$ cat src/rtl/pipe_seq_pkg.sv
// Shared types and defaults for the pipeline sequencer.
package pipe_seq_pkg;

  typedef enum logic [1:0] {
    IDLE   = 2'd0,
    RUN    = 2'd1,
    DRAIN  = 2'd2,
    VECTOR = 2'd3
  } seqStateT;

  localparam int DEF_NUM_STAGES = 2;
  localparam int DEF_ADDR_W     = 8;
  localparam int DEF_STALL_W    = 8;

  localparam logic [7:0] DEF_VEC_ADDR = 8'hF0;

endpackage

$ cat src/rtl/irq_capture.sv
// Interrupt capture: rising-edge detect on irq plus a pending latch.
// Clear has priority over a coincident set so a stop or vector entry
// always leaves nothing pending.
module irq_capture (
  input  logic clk,
  input  logic rst_n,
  input  logic irq,
  input  logic enable,
  input  logic clear,
  output logic pending
);

  logic irqPrev;

  // Track the previous irq sample and latch edges seen while enabled.
  always_ff @(posedge clk or negedge rst_n) begin
    if (!rst_n) begin
      irqPrev <= 1'b0;
      pending <= 1'b0;
    end else begin
      irqPrev <= irq;
      if (clear) begin
        pending <= 1'b0;
      end else if (enable && irq && !irqPrev) begin
        pending <= 1'b1;
      end
    end
  end

endmodule

$ cat src/rtl/pipe_sequencer.sv
// Pipeline sequencer: advance handshake across NUM_STAGES stages,
// start/stop control, interrupt drain/flush/vector and stall accounting.
// Optional feature macro: PIPE_SEQ_STALL_CNT_EN (stall counter present when defined,
// otherwise stall_cnt is tied to zero).
module pipe_sequencer
  import pipe_seq_pkg::*;
#(
  parameter int                NUM_STAGES = DEF_NUM_STAGES,
  parameter int                ADDR_W     = DEF_ADDR_W,
  parameter logic [ADDR_W-1:0] VEC_ADDR   = ADDR_W'(DEF_VEC_ADDR),
  parameter int                STALL_W    = DEF_STALL_W
) (
  input  logic                  clk,
  input  logic                  rst_n,
  input  logic                  start,
  input  logic [NUM_STAGES-1:0] stage_done,
  input  logic [ADDR_W-1:0]     pc_next,
  input  logic                  irq,
  input  logic                  iret,
  output logic                  advance,
  output logic                  flush,
  output logic                  redirect_valid,
  output logic [ADDR_W-1:0]     redirect_addr,
  output logic [ADDR_W-1:0]     epc,
  output logic                  running,
  output logic                  in_isr,
  output logic [STALL_W-1:0]    stall_cnt
);

  seqStateT          state, stateNext;
  logic              allDone;
  logic              irqPending;
  logic              pendingClear;
  logic              advanceNext, flushNext, redirectValidNext, inIsrNext;
  logic [ADDR_W-1:0] redirectAddrNext, epcNext;

  assign allDone = &stage_done;

  irq_capture uIrqCapture (
    .clk     (clk),
    .rst_n   (rst_n),
    .irq     (irq),
    .enable  (state != IDLE),
    .clear   (pendingClear),
    .pending (irqPending)
  );

  // Next-state and next-output decode; stop overrides every other event.
  always_comb begin
    stateNext         = state;
    advanceNext       = 1'b0;
    flushNext         = 1'b0;
    redirectValidNext = 1'b0;
    redirectAddrNext  = redirect_addr;
    epcNext           = epc;
    inIsrNext         = in_isr;
    pendingClear      = 1'b0;
    if (!start) begin
      stateNext    = IDLE;
      inIsrNext    = 1'b0;
      pendingClear = 1'b1;
    end else begin
      if (iret) begin
        inIsrNext = 1'b0;
      end
      case (state)
        IDLE: stateNext = RUN;
        RUN: begin
          // Draining waits out an advance in flight so stages see it first.
          if (irqPending && !in_isr && !advance) begin
            stateNext = DRAIN;
          end else if (allDone && !advance) begin
            advanceNext = 1'b1;
          end
        end
        DRAIN: begin
          if (allDone) begin
            flushNext    = 1'b1;
            epcNext      = pc_next;
            stateNext    = VECTOR;
            pendingClear = 1'b1;
          end
        end
        VECTOR: begin
          redirectValidNext = 1'b1;
          redirectAddrNext  = VEC_ADDR;
          inIsrNext         = 1'b1;
          stateNext         = RUN;
        end
        default: stateNext = IDLE;
      endcase
    end
  end

  // State and registered outputs.
  always_ff @(posedge clk or negedge rst_n) begin
    if (!rst_n) begin
      state          <= IDLE;
      advance        <= 1'b0;
      flush          <= 1'b0;
      redirect_valid <= 1'b0;
      redirect_addr  <= '0;
      epc            <= '0;
      in_isr         <= 1'b0;
      running        <= 1'b0;
    end else begin
      state          <= stateNext;
      advance        <= advanceNext;
      flush          <= flushNext;
      redirect_valid <= redirectValidNext;
      redirect_addr  <= redirectAddrNext;
      epc            <= epcNext;
      in_isr         <= inIsrNext;
      running        <= (stateNext != IDLE);
    end
  end

`ifdef PIPE_SEQ_STALL_CNT_EN
  logic               stallClear, stallInc;
  logic [STALL_W-1:0] stallCount;

  assign stallClear = start && (state == IDLE);
  assign stallInc   = start && (state == RUN) && !advance;

  // Saturating count of RUN cycles without an advance; holds across stop.
  always_ff @(posedge clk or negedge rst_n) begin
    if (!rst_n) begin
      stallCount <= '0;
    end else if (stallClear) begin
      stallCount <= '0;
    end else if (stallInc && (stallCount != {STALL_W{1'b1}})) begin
      stallCount <= stallCount + 1'b1;
    end
  end

  assign stall_cnt = stallCount;
`else
  assign stall_cnt = '0;
`endif

endmodule

$ cat config.mk
export PLATFORM = sky130hd
export DESIGN_NAME = pipe_sequencer
export DESIGN_NICKNAME = d
export VERILOG_FILES = /design/src/rtl/pipe_seq_pkg.sv /design/src/rtl/irq_capture.sv /design/src/rtl/pipe_sequencer.sv
export SDC_FILE = /design/constraint.sdc
export NUM_CORES = 1
export LEC_CHECK = 0
export ABC_AREA = 1
export CORE_MARGIN = 2
export CORE_UTILIZATION = 36
export DETAILED_ROUTE_END_ITERATION = 10
export PLACE_DENSITY = 0.79
export RECOVER_POWER = 50
export SLEW_MARGIN = 20
export SYNTH_ARGS = -nofsm -noshare
export SYNTH_HDL_FRONTEND = slang
export SYNTH_SLANG_ARGS = --single-unit
$ cat constraint.sdc
create_clock -name clk -period 1.3 [get_ports clk]
set_clock_uncertainty 0.15 [all_clocks]
set_input_delay 0.26 -clock clk [delete_from_list [all_inputs] [get_ports clk]]
set_output_delay 0.26 -clock clk [all_outputs]
set_load 0.05 [all_outputs]
==> results.md, run 1 <==
* Antenna violations before repair at 0
* Critical path peak fanout at 4
* Lkg Pwr at 0.760 nW
* Detailed-route via count at 741
* Critical Path Slowest Stage Cell: sky130_fd_sc_hd__dfrtp_2
* Power density of the placed cells at 2470 nW/µm²
* Post-synthesis cell count at 95
* Total congestion overflow at 0
* Critical path capture point type: register
* Clock-pin slew on the worst setup and hold paths at 0.09 ns
* Clock Path Buffers at 2
* Worst Setup Path Type: register to register
* Number of nets with antenna violations after routing at 0
* Class of the worst hold path: primary input to async pin
* Area Growth Syn to Fin at 72.9%
* Max-slew violation count at 0
* Skew-Pair Late Insertion Delay at 0.29 ns
* Final cell count without fillers at 167
* Hold Fails Final Rpt at 0
* Top cell family by delay on the critical path: flip-flops
* Slack of the worst reg-to-reg path at -0.09 ns
* Final setup violating endpoints at 19
* Input/output buffers at 31
* Worst Slack Setup Final at -0.0887 ns
* Req. time, crit path at 1.33 ns
* Cell Area, Synth at 932 µm²
* Maximum VDD drop at 1.61 mV
* Overall die height at 54.9 µm
* Total Die Area at 3010 µm²
* DRC violations left at 0
* Number of warnings issued by yosys at 0
* Setup crit start kind: register
* Total routed wirelength at 2100 µm
* Last weighted congestion value of the routability-driven placer at 0.758
* Die width at 54.9 µm
* RSZ-0062 raised after global routing: yes
* Routed wire per std cell at 12.6 µm
* Drt pass-1 iters at 4
* Number of diodes at 0
* Sum of buffers and inverters on the critical path at 2
* Ports at 44
* Clock Sink Count at 18
* Min Clock Period, post-route at 1.39 ns
* Number of design-rule violations left by the first detailed-router iteration at 9
* Number of storage elements in the synthesis netlist at 18
* CP peak stage delay at 0.46 ns
* Number of instances in the placed design at 155
* Portion of the post-synthesis area used by sequential elements at 48.3%
* # nets final at 159
* Result of the run: complete, but fails checks
* Number of distinct library cells after synthesis at 20
* Detail-routed via count per cell at 4.44
* Core Footprint at 2450 µm²
* Number of buffers inserted during clock tree synthesis at 3
* First-pass GRT wire length at 3140 µm
* H-Tree Depth at 1
* Root buf cell: sky130_fd_sc_hd__clkbuf_4
* Layout cell share with drive strength beyond 1 at 44.5%
* Mean instance size in the synthesized netlist at 9.81 µm²
* Critical path's most frequent cell: sky130_fd_sc_hd__nand3_2
* Final worst-path cycle share at 107%
* Maximum capacitance violations at 0
* Max Clock Freq at 720 MHz
* Cell depth of the worst flop-to-flop path at 7
* Failing checks: negative setup slack
* Largest net degree at the start of global routing at 19
* Vias in the first global route at 695
* Pwr Total at 0.00398 W
* CP Data Arrival Time at 1.42 ns
* Final HPWL DP at 1500 µm
* Starting density of the core at 38.0%
* Worst reg2reg path startpoint: state[1]
* Std-Cell Rows at 18
* Crit path cell chain: inv_4 > ha_4 > inv_2 > nor2_2 > nand3_2 > nand3_2 > nand2_1
* Capturing point of the worst reg2reg path: running
* TritonCTS clock tree: built
* GR Util All Layers at 16.0%
-- timing repair --
action                     4_1_cts  5_1_grt
setup endpoints to repair       19       29
hold buffers                     0        0
resized for setup               15        8
pin swaps                        9        4
buffers inserted                 2        4
gates cloned                     2        0
-- power breakdown --
part / switching (W) / internal, W
Sequential: 0.000276 / 0.000767
Clock: 0.000158 / 0.000171
Combinational: 0.00137 / 0.00124
-- cell families after synthesis --
group	after synthesis	synth area share [%]
AO/OA/AOI/OAI	11	6.98
adder cells (fa/ha/maj)	6	8.05
buffers and inverters	25	16.9
flip-flops	18	48.3
other	1	0.402
AND/OR/NAND/NOR	34	19.3
-- cell usage in the layout, fill, tap and decap left out, types with 2 or more instances in the layout --
master                            synthesis  final
sky130_fd_sc_hd__inv_1                    8      3
sky130_fd_sc_hd__ha_4                     0      4
sky130_fd_sc_hd__nand3_2                  1      2
sky130_fd_sc_hd__buf_12                   0     17
sky130_fd_sc_hd__nand2_2                  0      3
sky130_fd_sc_hd__inv_2                    1      4
sky130_fd_sc_hd__o21ai_1                  0      8
sky130_fd_sc_hd__nand3_1                  4      2
sky130_fd_sc_hd__conb_1                   1     12
sky130_fd_sc_hd__clkbuf_4                 0      3
sky130_fd_sc_hd__dfrtp_2                  0      3
sky130_fd_sc_hd__buf_6                    1      2
sky130_fd_sc_hd__nand2_1                 22     19
sky130_fd_sc_hd__dlygate4sd3_1            0      2
sky130_fd_sc_hd__nand3_4                  1      3
sky130_fd_sc_hd__buf_4                   15      7
sky130_fd_sc_hd__clkdlybuf4s50_1          0     12
sky130_fd_sc_hd__inv_4                    0      2
sky130_fd_sc_hd__ha_2                     0      2
sky130_fd_sc_hd__dfrtp_1                 18     15
-- stage by stage --
stage | utilization, % | instance area [µm²] | TNS [ns] | worst slack [ns] | hold WS [ns]
floorplan | - | 1000 | -0.222 | -0.0441 | -0.186
global placement | 58.0 | 1420 | -2.27 | -0.183 | 0.311
detailed placement | 58.0 | 1420 | -2.77 | -0.220 | 0.326
CTS | 63.8 | 1570 | -1.04 | -0.0834 | 0.161
global route | 65.6 | 1610 | -2.33 | -0.146 | 0.318
finish | 65.6 | 1610 | -1.12 | -0.0887 | 0.299
-- cell type report --
class                      count  area [µm²]
fill                         189         843
inverter                       9        38.8
clock buffer                   4        36.3
tap                           30        37.5
timing repair buffer          41         561
multi-input combinational     65         484
sequential                    18         454
-- worst max path at each step --
stage	from	end	slack [ns]	depth (start not counted)
floorplan	state[1]	running	-0.04	7
global placement	stage_done[0]	epc[7]	-0.18	5
detailed placement	stage_done[1]	epc[3]	-0.22	5
CTS	redirect_addr[4]	redirect_addr[5]	-0.08	1
global route	state[0]	epc[1]	-0.15	6
finish	state[1]	running	-0.09	7
-- flip-flops by register name (all words and copies together) (netlist names) --
signal               count
redirect_valid           1
redirect_addr            1
uIrqCapture.pending      1
state                    2
flush                    1
uIrqCapture.irqPrev      1
in_isr                   1
running                  1
epc                      8
advance                  1
-- synthesized netlist by cell type --
master	count	share of area, %
sky130_fd_sc_hd__nand3_2	1	1.1
sky130_fd_sc_hd__buf_4	15	12
sky130_fd_sc_hd__nand3_1	4	2.1
sky130_fd_sc_hd__inv_1	8	3.2
sky130_fd_sc_hd__a211oi_1	1	0.81
sky130_fd_sc_hd__nor2_1	1	0.40
sky130_fd_sc_hd__buf_6	1	1.2
sky130_fd_sc_hd__inv_2	1	0.40
sky130_fd_sc_hd__nand4_1	1	0.67
sky130_fd_sc_hd__o21ai_0	8	4.3
sky130_fd_sc_hd__nor2_8	1	2.1
sky130_fd_sc_hd__dfrtp_1	18	48
sky130_fd_sc_hd__o31ai_1	1	0.81
sky130_fd_sc_hd__nand3_4	1	1.9
sky130_fd_sc_hd__o21ba_2	1	1.1
sky130_fd_sc_hd__nor3b_1	1	0.81
sky130_fd_sc_hd__nand2_1	22	8.9
sky130_fd_sc_hd__ha_1	6	8.1
sky130_fd_sc_hd__or2_2	2	1.3
sky130_fd_sc_hd__conb_1	1	0.40
-- routing by layer --
metal	wire length (µm)	up-vias	GRT usage, %	share of wire, %
met5	0	-	0	0
met4	55	0	10.0	2.6
met3	111	4	5.19	5.3
met2	1200	31	29.0	57
met1	737	345	15.4	35
li1	-	361	-	-
Power figures use the tool's default switching activity.
==> run 2: changes to the inputs <==
- CORE_MARGIN: 2 -> not set
==> results.md, run 2 (same netlist as run 1, synthesis figures left out) <==
* Input/output buffers at 31
* Largest register by flop count: epc
* Maximum VDD drop at 1.71 mV
* CP Data Arrival Time at 1.44 ns
* Detail-routed via count per cell at 4.53
* Combinational share of power at 63.6%
* Largest register FFs at 8
* DRC violations left at 0
* Core Footprint at 2450 µm²
* Worst Setup Path Type: register to register
* Reported net switching power at 0.00171 W
* Cell Area, Placed at 1420 µm²
* Crit path cell chain: inv_2 > ha_1 > inv_1 > nor2_2 > nand3_2 > nand3_2 > nand2_1
* Max Clock Freq at 718 MHz
* RSZ-0062 raised after global routing: yes
* Largest net degree at the start of global routing at 19
* Final worst-path cycle share at 107%
* Number of design-rule violations left by the first detailed-router iteration at 9
* Sum of buffers and inverters on the critical path at 2
* Total Die Area at 2800 µm²
* Detailed-route via count at 743
* Pwr Total at 0.00376 W
* Power density of the placed cells at 2470 nW/µm²
* Number of inserted filler cells in the final layout at 194
* Drt pass-1 iters at 4
* Clock Sink Count at 18
* Critical Path Slowest Stage Cell: sky130_fd_sc_hd__dfrtp_1
* Critical path capture point type: register
* Commonest cells after routing, fill and taps aside: 17 x sky130_fd_sc_hd__buf_12, 16 x sky130_fd_sc_hd__nand2_1, 16 x sky130_fd_sc_hd__dfrtp_1, 12 x sky130_fd_sc_hd__conb_1, 12 x sky130_fd_sc_hd__clkdlybuf4s50_1
* GR Util All Layers at 16.1%
* Final hold slack at 0.284 ns
* Req. time, crit path at 1.34 ns
* Setup crit start kind: register
* Last weighted congestion value of the routability-driven placer at 0.782
* Total congestion overflow at 0
* Hold Fails Final Rpt at 0
* Core Util, Final at 62.1%
* Result of the run: complete, but fails checks
* Die width at 52.9 µm
* Starting density of the core at 38.0%
* Top flop regs: epc (8), state (2)
* Skew-Pair Late Insertion Delay at 0.29 ns
* Vias in the first global route at 765
* Critical path's most frequent cell: sky130_fd_sc_hd__nand3_2
* Layout cell share with drive strength beyond 1 at 38.8%
* First-pass GRT wire length at 3220 µm
* Fraction of power consumed by sequential logic at 27.4%
* Std-Cell Rows at 18
* Number of buffers inserted during clock tree synthesis at 3
* Final HPWL DP at 1460 µm
* Maximum capacitance violations at 0
* Min Clock Period, post-route at 1.39 ns
* Number of nets with antenna violations after routing at 0
* Lkg Pwr at 0.748 nW
* Commonest non-fill, non-tap cell in the layout: sky130_fd_sc_hd__buf_12
* Worst Slack Setup Final at -0.0924 ns
* TritonCTS clock tree: built
* Class of the worst hold path: primary input to async pin
* Share of total power in the clock network at 9.0%
* Clock-pin slew on the worst setup and hold paths at 0.10 ns
* # nets final at 156
* Area Growth Syn to Fin at 63.5%
* Antenna violations before repair at 0
* Max-slew violation count at 0
* Switching Share at 45.6%
* Hold bufs inserted after CTS at 0
* Critical path peak fanout at 4
* Final setup violating endpoints at 20
* CP peak stage delay at 0.43 ns
* Internal Dissipation at 0.00204 W
* Post-route cell area at 1520 µm²
* Routed wire per std cell at 12.0 µm
* Clock Path Buffers at 2
* Top cell family by delay on the critical path: flip-flops
* Number of diodes at 0
* Total routed wirelength at 1960 µm
* Root buf cell: sky130_fd_sc_hd__clkbuf_4
* Overall die height at 52.9 µm
* H-Tree Depth at 1
* Ports at 44
* Failing checks: negative setup slack
## run 2: path summary, 6_finish.rpt
path                            cells after the start          endpoint  slack [ns]                 from
min in group clk                                    1           advance        0.34  uIrqCapture.pending
worst min register to register                      1           advance        0.34  uIrqCapture.pending
worst max-delay path                                7           running       -0.09             state[0]
worst max register to register                      7           running       -0.09             state[0]
max in group asynchronous                           2  redirect_addr[4]        0.39                rst_n
worst min-delay path                                2           running        0.28                rst_n
## run 2: power groups by stage
stage               Combinational, W  Clock [W]  Sequential (W)
global placement             0.00225          0         0.00103
detailed placement           0.00229          0         0.00104
finish                       0.00239   0.000339         0.00103
global route                 0.00250   0.000374         0.00106
floorplan                   0.000736          0         0.00149
CTS                          0.00235   0.000346         0.00104
## run 2: metrics by stage
step                setup slack, ns  std cells  setup TNS [ns]
global placement             -0.175        154           -2.20
CTS                         -0.0814        162           -1.14
global route                 -0.178        164           -2.79
detailed placement           -0.227        154           -2.85
finish                      -0.0924        164           -1.28
floorplan                   -0.0441        106          -0.222
## run 2: layer usage
| layer | vias up | GRT usage (%) | part of all wire [%] |
|---|---|---|---|
| li1 | 356 | - | - |
| met3 | 6 | 2.59 | 5.6 |
| met1 | 346 | 17.1 | 39 |
| met2 | 35 | 29.7 | 53 |
| met4 | 0 | 8.77 | 2.3 |
| met5 | - | 0 | 0 |
## run 2: cell type report
class	instances	area [µm²]	area share (%)
inverters	9	33.8	2.22
repair buffers	38	531	34.8
clock buffers	4	36.3	2.38
flip-flops and latches	18	453	29.7
well taps	30	37.5	2.46
multi-input cells	65	433	28.4
## run 2: repair_timing
action | in CTS | in global routing
pin swaps | 3 | 8
buffers inserted | 2 | 2
endpoints found under the hold margin | 0 | 0
resized for setup | 4 | 5
setup endpoints to repair | 21 | 30
gates cloned | 2 | 0
